--- src/rtl/fp32_to_mxint_block_quantizer_pkg.sv ---
// Shared FP32 field layout, MXINT default widths and FSM state encodings
// for the FP32 -> MXINT block quantizer.
package fp32_to_mxint_block_quantizer_pkg;

    // FP32 field layout
    localparam int FP32_W     = 32;
    localparam int FP32_EXP_W = 8;
    localparam int FP32_MAN_W = 23;
    localparam int FP32_SIG_W = FP32_MAN_W + 1;
    localparam int FP32_BIAS  = 127;

    localparam logic [FP32_EXP_W-1:0] EXP_ALL_ONES = '1;
    localparam logic [FP32_EXP_W-1:0] EXP_ZERO     = '0;

    // Default MXINT geometry (MXINT8 with 32-element blocks)
    localparam int ELEM_WIDTH_DEF  = 8;
    localparam int BLOCK_SIZE_DEF  = 32;
    localparam int SCALE_WIDTH_DEF = FP32_EXP_W;

    typedef logic [ELEM_WIDTH_DEF-1:0]  elem_t;
    typedef logic [SCALE_WIDTH_DEF-1:0] scale_t;

    // FSM encodings, exposed on the debug state port
    typedef logic [1:0] state_t;
    localparam state_t ST_FILL  = 2'd0;
    localparam state_t ST_QUANT = 2'd1;
    localparam state_t ST_OUT   = 2'd2;

    // Biased exponent field of an FP32 word
    function automatic logic [FP32_EXP_W-1:0] fp32_exp(input logic [FP32_W-1:0] v);
        return v[FP32_W-2 -: FP32_EXP_W];
    endfunction

endpackage

--- src/rtl/fp32_to_mxint_block_quantizer_elem_quant.sv ---
// Combinational quantizer for one FP32 value against the block's shared
// exponent: align, round (RNE or truncate), saturate, apply sign.
module fp32_mxint_elem_quant
    import fp32_to_mxint_block_quantizer_pkg::*;
#(
    parameter int ELEM_WIDTH = 8
) (
    input  logic [FP32_W-1:0]     i_value,
    input  logic [FP32_EXP_W-1:0] i_max_exp,
    input  logic                  i_round_mode,
    output logic [ELEM_WIDTH-1:0] o_element,
    output logic                  o_saturated,
    output logic                  o_is_zero
);

    // Magnitude bits kept (sign excluded)
    localparam int MW = ELEM_WIDTH - 1;
    // Significand followed by enough zero padding that every bit shifted
    // out below the guard position still lands in the sticky window.
    localparam int XW = FP32_SIG_W + FP32_SIG_W + ELEM_WIDTH;
    // Shift distance beyond which nothing of the significand survives
    localparam logic [FP32_EXP_W-1:0] D_FAR = FP32_EXP_W'(FP32_SIG_W + ELEM_WIDTH);
    localparam logic [MW-1:0] MAG_MAX = '1;

    logic                  w_sign;
    logic [FP32_EXP_W-1:0] w_exp;
    logic [FP32_SIG_W-1:0] w_sig;
    logic [FP32_EXP_W-1:0] w_d;
    logic [XW-1:0]         w_ext;
    logic [XW-1:0]         w_sh;
    logic [MW-1:0]         w_mag;
    logic                  w_guard;
    logic                  w_sticky;
    logic                  w_inc;
    logic [MW:0]           w_mag_rnd;
    logic                  w_flush;
    logic                  w_sat;
    logic [MW-1:0]         w_mag_fin;
    logic [MW:0]           w_mag_ext;

    // Align, round, saturate and sign-apply one element
    always_comb begin
        w_sign  = i_value[FP32_W-1];
        w_exp   = fp32_exp(i_value);
        w_sig   = {1'b1, i_value[FP32_MAN_W-1:0]};
        w_d     = i_max_exp - w_exp;
        w_ext   = {w_sig, {(XW-FP32_SIG_W){1'b0}}};
        w_sh    = w_ext >> w_d;

        if (w_d >= D_FAR) begin
            w_mag    = '0;
            w_guard  = 1'b0;
            w_sticky = 1'b1;
        end else begin
            w_mag    = w_sh[XW-1 -: MW];
            w_guard  = w_sh[XW-1-MW];
            w_sticky = |w_sh[XW-2-MW:0];
        end

        // RNE: round up above the halfway point, or at it when lsb is odd
        w_inc     = !i_round_mode && w_guard && (w_sticky || w_mag[0]);
        w_mag_rnd = {1'b0, w_mag} + {{MW{1'b0}}, w_inc};

        // Zero/subnormal flush to 0; NaN/Inf is handled at block level
        w_flush = (w_exp == EXP_ZERO) || (w_exp == EXP_ALL_ONES);

        // Only an all-ones magnitude rounding up can overflow
        w_sat     = !w_flush && w_mag_rnd[MW];
        w_mag_fin = w_flush ? '0 : (w_mag_rnd[MW] ? MAG_MAX : w_mag_rnd[MW-1:0]);

        // Magnitude is at most 2^MW-1, so the most negative code never appears
        w_mag_ext   = {1'b0, w_mag_fin};
        o_element   = w_sign ? (~w_mag_ext + 1'b1) : w_mag_ext;
        o_saturated = w_sat;
        o_is_zero   = (w_mag_fin == '0);
    end

endmodule

--- src/rtl/fp32_to_mxint_block_quantizer.sv ---
// FP32 -> MXINT block quantizer. Collects a block of FP32 beats, tracks the
// shared (max) exponent, quantizes one slot per cycle, then presents the
// whole block on a valid/ready output.
//
// Handshake: a transfer happens on a rising clk edge where valid and ready
// are both 1. in_ready_o is high only in FILL; out_valid_o only in OUT, and
// the out_* bundle is held stable until the out handshake completes.
module fp32_to_mxint_block_quantizer
    import fp32_to_mxint_block_quantizer_pkg::*;
#(
    parameter int ELEM_WIDTH  = ELEM_WIDTH_DEF,
    parameter int BLOCK_SIZE  = BLOCK_SIZE_DEF,
    parameter int SCALE_WIDTH = SCALE_WIDTH_DEF
) (
    input  logic                             clk_i,
    input  logic                             rst_i,
    input  logic                             in_valid_i,
    output logic                             in_ready_o,
    input  logic [FP32_W-1:0]                in_data_i,
    input  logic                             in_last_i,
    input  logic                             round_mode_i,
    output logic                             out_valid_o,
    input  logic                             out_ready_i,
    output logic [SCALE_WIDTH-1:0]           out_scale_o,
    output logic [BLOCK_SIZE*ELEM_WIDTH-1:0] out_elements_o,
    output logic                             out_nan_o,
    output logic [$clog2(BLOCK_SIZE):0]      out_sat_cnt_o,
    output logic [$clog2(BLOCK_SIZE):0]      out_zero_num_o,
    output state_t                           dbg_state_o
);

    localparam int IW = $clog2(BLOCK_SIZE);
    localparam int CW = IW + 1;
    localparam logic [IW-1:0] LAST_SLOT = IW'(BLOCK_SIZE - 1);

    state_t                         r_state;
    logic [IW-1:0]                  r_idx;
    logic [IW-1:0]                  r_q_idx;
    logic [FP32_W-1:0]              r_buf [BLOCK_SIZE];
    logic [FP32_EXP_W-1:0]          r_max_exp;
    logic                           r_nan;
    logic                           r_round;
    logic [BLOCK_SIZE*ELEM_WIDTH-1:0] r_elems;
    logic [CW-1:0]                  r_sat_cnt;
    logic [CW-1:0]                  r_zero_num;
    logic [SCALE_WIDTH-1:0]         r_scale;

    logic                  w_accept;
    logic                  w_close;
    logic                  w_out_done;
    logic [FP32_EXP_W-1:0] w_in_exp;
    logic [ELEM_WIDTH-1:0] w_q_elem;
    logic                  w_q_sat;
    logic                  w_q_zero;

    assign in_ready_o     = (r_state == ST_FILL);
    assign out_valid_o    = (r_state == ST_OUT);
    assign w_accept       = in_valid_i && in_ready_o;
    assign w_close        = w_accept && (in_last_i || (r_idx == LAST_SLOT));
    assign w_out_done     = out_valid_o && out_ready_i;
    assign w_in_exp       = fp32_exp(in_data_i);

    assign out_scale_o    = r_scale;
    assign out_elements_o = r_elems;
    assign out_nan_o      = r_nan && out_valid_o;
    assign out_sat_cnt_o  = r_sat_cnt;
    assign out_zero_num_o = r_zero_num;
    assign dbg_state_o    = r_state;

    fp32_mxint_elem_quant #(
        .ELEM_WIDTH (ELEM_WIDTH)
    ) u_elem_quant (
        .i_value      (r_buf[r_q_idx]),
        .i_max_exp    (r_max_exp),
        .i_round_mode (r_round),
        .o_element    (w_q_elem),
        .o_saturated  (w_q_sat),
        .o_is_zero    (w_q_zero)
    );

    // Element buffer: cleared between blocks so unfilled slots read as 0.0
    always_ff @(posedge clk_i) begin
        if (rst_i || w_out_done) begin
            for (int i = 0; i < BLOCK_SIZE; i++) begin
                r_buf[i] <= '0;
            end
        end else if (w_accept) begin
            r_buf[r_idx] <= in_data_i;
        end
    end

    // FSM, exponent/NaN tracking, quantization accumulators and result regs
    always_ff @(posedge clk_i) begin
        if (rst_i) begin
            r_state    <= ST_FILL;
            r_idx      <= '0;
            r_q_idx    <= '0;
            r_max_exp  <= '0;
            r_nan      <= 1'b0;
            r_round    <= 1'b0;
            r_elems    <= '0;
            r_sat_cnt  <= '0;
            r_zero_num <= '0;
            r_scale    <= '0;
        end else begin
            case (r_state)
                ST_FILL: begin
                    if (w_accept) begin
                        // Rounding mode is fixed for the block by its first beat
                        if (r_idx == '0) begin
                            r_round <= round_mode_i;
                        end
                        if (w_in_exp == EXP_ALL_ONES) begin
                            r_nan <= 1'b1;
                        end else if ((w_in_exp != EXP_ZERO) && (w_in_exp > r_max_exp)) begin
                            r_max_exp <= w_in_exp;
                        end
                        if (w_close) begin
                            r_state <= ST_QUANT;
                            r_idx   <= '0;
                            r_q_idx <= '0;
                        end else begin
                            r_idx <= r_idx + 1'b1;
                        end
                    end
                end
                ST_QUANT: begin
                    // A NaN/Inf anywhere in the block zeroes every element
                    r_elems[r_q_idx*ELEM_WIDTH +: ELEM_WIDTH] <= r_nan ? '0 : w_q_elem;
                    r_sat_cnt  <= r_sat_cnt + CW'(w_q_sat && !r_nan);
                    r_zero_num <= r_zero_num + CW'(w_q_zero || r_nan);
                    r_q_idx    <= r_q_idx + 1'b1;
                    if (r_q_idx == LAST_SLOT) begin
                        r_state <= ST_OUT;
                        r_scale <= r_nan ? '1 : SCALE_WIDTH'(r_max_exp);
                    end
                end
                ST_OUT: begin
                    if (out_ready_i) begin
                        r_state    <= ST_FILL;
                        r_max_exp  <= '0;
                        r_nan      <= 1'b0;
                        r_elems    <= '0;
                        r_sat_cnt  <= '0;
                        r_zero_num <= '0;
                        r_scale    <= '0;
                    end
                end
                default: begin
                    r_state <= ST_FILL;
                end
            endcase
        end
    end

endmodule

--- config.mk ---
export PLATFORM = sky130hd
export DESIGN_NAME = fp32_to_mxint_block_quantizer
export DESIGN_NICKNAME = d
export VERILOG_FILES = /design/src/rtl/fp32_to_mxint_block_quantizer_pkg.sv /design/src/rtl/fp32_to_mxint_block_quantizer_elem_quant.sv /design/src/rtl/fp32_to_mxint_block_quantizer.sv
export SDC_FILE = /design/constraint.sdc
export NUM_CORES = 2
export LEC_CHECK = 0
export ABC_AREA = 1
export CORE_ASPECT_RATIO = 2
export CORE_MARGIN = 2
export CORE_UTILIZATION = 40
export DETAILED_ROUTE_END_ITERATION = 8
export PLACE_DENSITY = 0.59
export SYNTH_ARGS = -nofsm -noshare
export SYNTH_HDL_FRONTEND = slang
export SYNTH_HIERARCHICAL = 1
export SYNTH_SLANG_ARGS = --single-unit
--- constraint.sdc ---
create_clock -name clk_i -period 13.89 [get_ports clk_i]
set_input_delay 2.778 -clock clk_i [delete_from_list [all_inputs] [get_ports clk_i]]
set_output_delay 2.778 -clock clk_i [all_outputs]
set_load 0.01 [all_outputs]
==> out/summary.log <==
INFO  status         outcome=complete, no violations
INFO  timing         fin_tns_setup=0ns
INFO  synthesis      synth.top_cell.area_share=50.37%
INFO  layout         area_delta_synth_final=14.00%
INFO  timing         grt_setup_unrepaired=false
INFO  clock_tree     tritoncts=done
INFO  grt            track_usage=29.31%
INFO  layout         stdcell_count=8,716
INFO  timing         final.period_utilization=61.66%
INFO  setup_path     reg2reg_slack=5.32ns
INFO  setup_path     timing.critical_path.slowest_cell_delay=1.29ns
INFO  synthesis      synthesis.instances=6,646
INFO  synthesis      synth-main-ff-cell=sky130_fd_sc_hd__edfxtp_1
INFO  routing        dr.first_iter.drc_count=4,602
INFO  timing         fin_crit=8.565ns
INFO  layout         fillerInstances=14.32k
INFO  setup_path     critPathCaptureType=flop
INFO  timing         timing.slew.headroom=14.74%
INFO  job            maximum_capacitance_violations=0
INFO  routing        drt_pass1_iterations=8
INFO  place          gpl_congestion=0.9888
INFO  place          place_worst_setup_slack=5.488ns
INFO  layout         finalNetCount=6,747
INFO  setup_path     critPathLaunchType=flop
INFO  place          port-buffer-count=318
INFO  grt            grt_pass1_wl=337.8mm
INFO  min_path       min_from=out_elements_o[85]$_SDFFE_PP0P_
INFO  clock_tree     postCtsResizedCells=0
INFO  place          detailed_place.area=0.06578mm2
INFO  routing        average_wire_per_standard_cell=26.63um
INFO  synthesis      proportion_of_synthesized_chip_area_in_sequential_cells=60.30%
INFO  min_path       timing.hold.worst_path_depth=2
INFO  timing         number_of_endpoints_with_negative_hold_slack_in_the_final_report=0
INFO  place          hpwlAfterDp=146.9mm
INFO  min_path       min-delay-path-class=flop to flop
INFO  synthesis      ys_top_cells_by_area=sky130_fd_sc_hd__edfxtp_1 50%, sky130_fd_sc_hd__nor2_1 12%, sky130_fd_sc_hd__dfxtp_1 9.9%
INFO  synthesis      post_synthesis_instance_area=0.06105mm2
INFO  routing        antenna_left=0
INFO  routing        via_cell_ratio=5.853
INFO  die            die-height=556.5um
INFO  synthesis      synth_enable_flop_cells=1,024
INFO  clock_tree     clk_pin_slew_worst_paths=0.07ns
INFO  die            design.die.area=0.1560mm2
INFO  synthesis      syn_area_per_cell=9.186um2
INFO  die            num_io_pins=319
INFO  clock_tree     h-tree-depth=3
INFO  die            core-area=0.1514mm2
INFO  synthesis      synth_fp_nets=6,715
INFO  clock_tree     cts_root_buffer=sky130_fd_sc_hd__clkbuf_16
INFO  power_and_ir_drop fin_total_pwr=8.974mW
INFO  synthesis      synth_largest_area_cell=sky130_fd_sc_hd__edfxtp_1
INFO  timing         setup_slack=5.325ns
INFO  setup_path     crit_type=flop to flop
INFO  grt            grt_pass1_vias=50.92k
INFO  timing         tightestPinTransition=1.279ns
INFO  timing         hold-worst-slack=0.4641ns
INFO  grt            grt_max_degree=193
INFO  clock_tree     cts_sinks=1,327
INFO  synthesis      ys_types=47
INFO  setup_path     crit_path_max_fanout=107
INFO  timing         final_max_slew_viols=0
INFO  timing         fmax=0.1168GHz
INFO  clock_tree     cts-buffers-inserted=115
INFO  routing        post-route-drc-count=0
INFO  timing         setup-violations-final=0
INFO  setup_path     reg2regPathDepth=37
INFO  setup_path     reg2reg_to=out_elements_o[238]$_SDFFE_PP0P_
INFO  synthesis      synthArstFlopShare=0%
INFO  setup_path     arrival=9.24ns
INFO  clock_tree     worstSkewPairLatency=0.77ns
INFO  die            floorplan.rows=202
INFO  setup_path     cp_data_required_time=14.56ns
INFO  power_and_ir_drop p_leak=25.89nW
INFO  die            die_x=280.3um
INFO  power_and_ir_drop power.density_cell_area=128.9mW/mm2
INFO  layout         layout_cell_share_with_drive_strength_beyond_1=6.806%
INFO  setup_path     cpMaxStageDelayCell=sky130_fd_sc_hd__fa_1
INFO  layout         final_cell_area=0.06960mm2
INFO  routing        routed_wire_length=232.1mm
INFO  min_path       worst_hold_path.endpoint=out_elements_o[85]$_SDFFE_PP0P_
INFO  clock_tree     cts_setup_buffers=0
INFO  routing        routed-via-count=51.02k
INFO  layout         layout_utilization=45.97%
INFO  clock_tree     cts-root-to-sink-buffers=3
INFO  die            initial_utilization=40.33%
INFO  synthesis      ys.warnings.count=6
INFO  clock_tree     cts_hold_repair.buffers=0
INFO  grt            antenna_violations_before_repair=10
INFO  synthesis      ffs_latches_synth=1,327
INFO  grt            globalRouteOverflowTotal=0
INFO  timing         final.setup_skew=0.05527ns
INFO  power_and_ir_drop vdd_ir_drop_max=0.1198mV
INFO  place          placed_cells=8,499
-- kinds of logic (layout without fill, tap and decap cells) --
family          Yosys count  in the layout  share of synthesized area (%)
other cells               0              5                              0
compound gates         1161           1161                          10.95
simple gates           3395           3395                          23.36
flops                  1327           1327                          60.30
xor+xnor                  8              8                         0.1148
buf+inv                 724            851                          4.632
fa+ha+maj                31             31                         0.6476
-- critical path, delay by kind of cell, from the launching register on --
kind / cells / cell delay (ns)
simple gates: 25 / 3.44
buf+inv: 6 / 2.11
flops: 1 / 0.50
fa+ha+maj: 2 / 1.49
compound gates: 4 / 0.68
-- synthesized netlist by cell type (3+ instances only) --
cell                          n
sky130_fd_sc_hd__nand3_2     14
sky130_fd_sc_hd__o21ai_1      8
sky130_fd_sc_hd__inv_2       13
sky130_fd_sc_hd__nor2_4      19
sky130_fd_sc_hd__o21ai_0    576
sky130_fd_sc_hd__nor3b_1     16
sky130_fd_sc_hd__dfxtp_1    303
sky130_fd_sc_hd__nand4_1     55
sky130_fd_sc_hd__nor3_1      46
sky130_fd_sc_hd__a211oi_1    11
sky130_fd_sc_hd__or2_2        5
sky130_fd_sc_hd__a31oi_1     26
sky130_fd_sc_hd__nand2_2     16
sky130_fd_sc_hd__buf_1       26
sky130_fd_sc_hd__buf_4        4
sky130_fd_sc_hd__nor2_2      17
sky130_fd_sc_hd__nor2_1    1956
sky130_fd_sc_hd__and2_1       3
sky130_fd_sc_hd__edfxtp_1  1024
sky130_fd_sc_hd__nand2_1    672
sky130_fd_sc_hd__buf_2       58
sky130_fd_sc_hd__xor2_1       8
sky130_fd_sc_hd__clkbuf_1   459
sky130_fd_sc_hd__o22ai_1     63
sky130_fd_sc_hd__nand3b_1    56
sky130_fd_sc_hd__inv_1      146
sky130_fd_sc_hd__o21a_1       7
sky130_fd_sc_hd__o221ai_1   182
sky130_fd_sc_hd__a21oi_1    282
sky130_fd_sc_hd__ha_1        30
sky130_fd_sc_hd__clkinv_1    15
sky130_fd_sc_hd__buf_6        3
sky130_fd_sc_hd__nand3_1    508
-- final cells by class --
class | instances | area [um2] | share of cell area (%)
antenna | 5 | 12.51 | 0.01798
clock buffer | 141 | 3093 | 4.444
clock inverter | 71 | 708.2 | 1.018
inverter | 174 | 675.6 | 0.9708
multi-input combinational | 4595 | 21500 | 30.90
sequential | 1327 | 36830 | 52.92
tap | 1938 | 2425 | 3.484
timing repair buffer | 465 | 4350 | 6.251
-- routing by layer --
layer  share of wire (%)  GRT usage, %  vias to the layer above
li1                    -             -                    22940
met1                  32         29.74                    24840
met2                  51         52.58                     2448
met3                 7.8         6.056                      777
met4                 8.6         21.75                       12
met5               0.034             0                        -
-- worst max-delay path by stage --
stage               startpoint                                to  slack, ns  cells past startpoint
floorplan                 flop  out_elements_o[220]$_SDFFE_PP0P_       8.29                     38
global placement          flop  out_elements_o[238]$_SDFFE_PP0P_       5.48                     39
detailed placement        flop  out_elements_o[238]$_SDFFE_PP0P_       5.49                     39
CTS                       flop  out_elements_o[238]$_SDFFE_PP0P_       5.46                     39
global route              flop  out_elements_o[174]$_SDFFE_PP0P_       4.64                     39
finish                    flop  out_elements_o[238]$_SDFFE_PP0P_       5.32                     37
-- state kept, by name (all words and copies together), names as in the netlist, named ones only --
signal	cells
r_buf	1024
out_elements_o	256
out_scale_o	8
r_max_exp	8
out_sat_cnt_o	6
out_zero_num_o	6
r_idx	5
r_q_idx	5
dbg_state_o	2
r_nan	1
r_round	1
-- layout by cell type, fill, tap and decap left out, types with 5 or more instances in the layout --
cell type,Yosys,layout
sky130_fd_sc_hd__nand2_2,16,43
sky130_fd_sc_hd__buf_4,4,142
sky130_fd_sc_hd__dfxtp_1,303,298
sky130_fd_sc_hd__nand3_1,508,508
sky130_fd_sc_hd__nor3_1,46,46
sky130_fd_sc_hd__o21ai_0,576,576
sky130_fd_sc_hd__nand3_2,14,14
sky130_fd_sc_hd__xor2_1,8,7
sky130_fd_sc_hd__o22ai_1,63,63
sky130_fd_sc_hd__nand2_1,672,644
sky130_fd_sc_hd__edfxtp_1,1024,1024
sky130_fd_sc_hd__a211oi_1,11,11
sky130_fd_sc_hd__clkbuf_16,0,118
sky130_fd_sc_hd__diode_2,0,5
sky130_fd_sc_hd__o21ai_1,8,8
sky130_fd_sc_hd__clkinv_1,15,32
sky130_fd_sc_hd__bufinv_16,0,11
sky130_fd_sc_hd__clkbuf_1,459,17
sky130_fd_sc_hd__nor2_1,1956,1955
sky130_fd_sc_hd__nand3b_1,56,56
sky130_fd_sc_hd__o221ai_1,182,182
sky130_fd_sc_hd__ha_1,30,30
sky130_fd_sc_hd__clkbuf_8,0,5
sky130_fd_sc_hd__inv_2,13,15
sky130_fd_sc_hd__inv_1,146,142
sky130_fd_sc_hd__nor3b_1,16,16
sky130_fd_sc_hd__a31oi_1,26,26
sky130_fd_sc_hd__nand4_1,55,55
sky130_fd_sc_hd__clkdlybuf4s50_1,0,317
sky130_fd_sc_hd__nor2_4,19,19
sky130_fd_sc_hd__nor2_2,17,18
sky130_fd_sc_hd__buf_12,0,5
sky130_fd_sc_hd__clkinv_2,0,27
sky130_fd_sc_hd__or2_2,5,5
sky130_fd_sc_hd__a21oi_1,282,282
sky130_fd_sc_hd__o21a_1,7,7
-- power breakdown --
group	leakage (nW)	total, mW	internal [mW]	switching (mW)
sequential	13.0	4.42	4.38	0.0416
clock	1.87	3.34	1.79	1.55
combinational	11.0	1.21	0.298	0.912
Note: power is estimated with default switching activity, not from simulation.
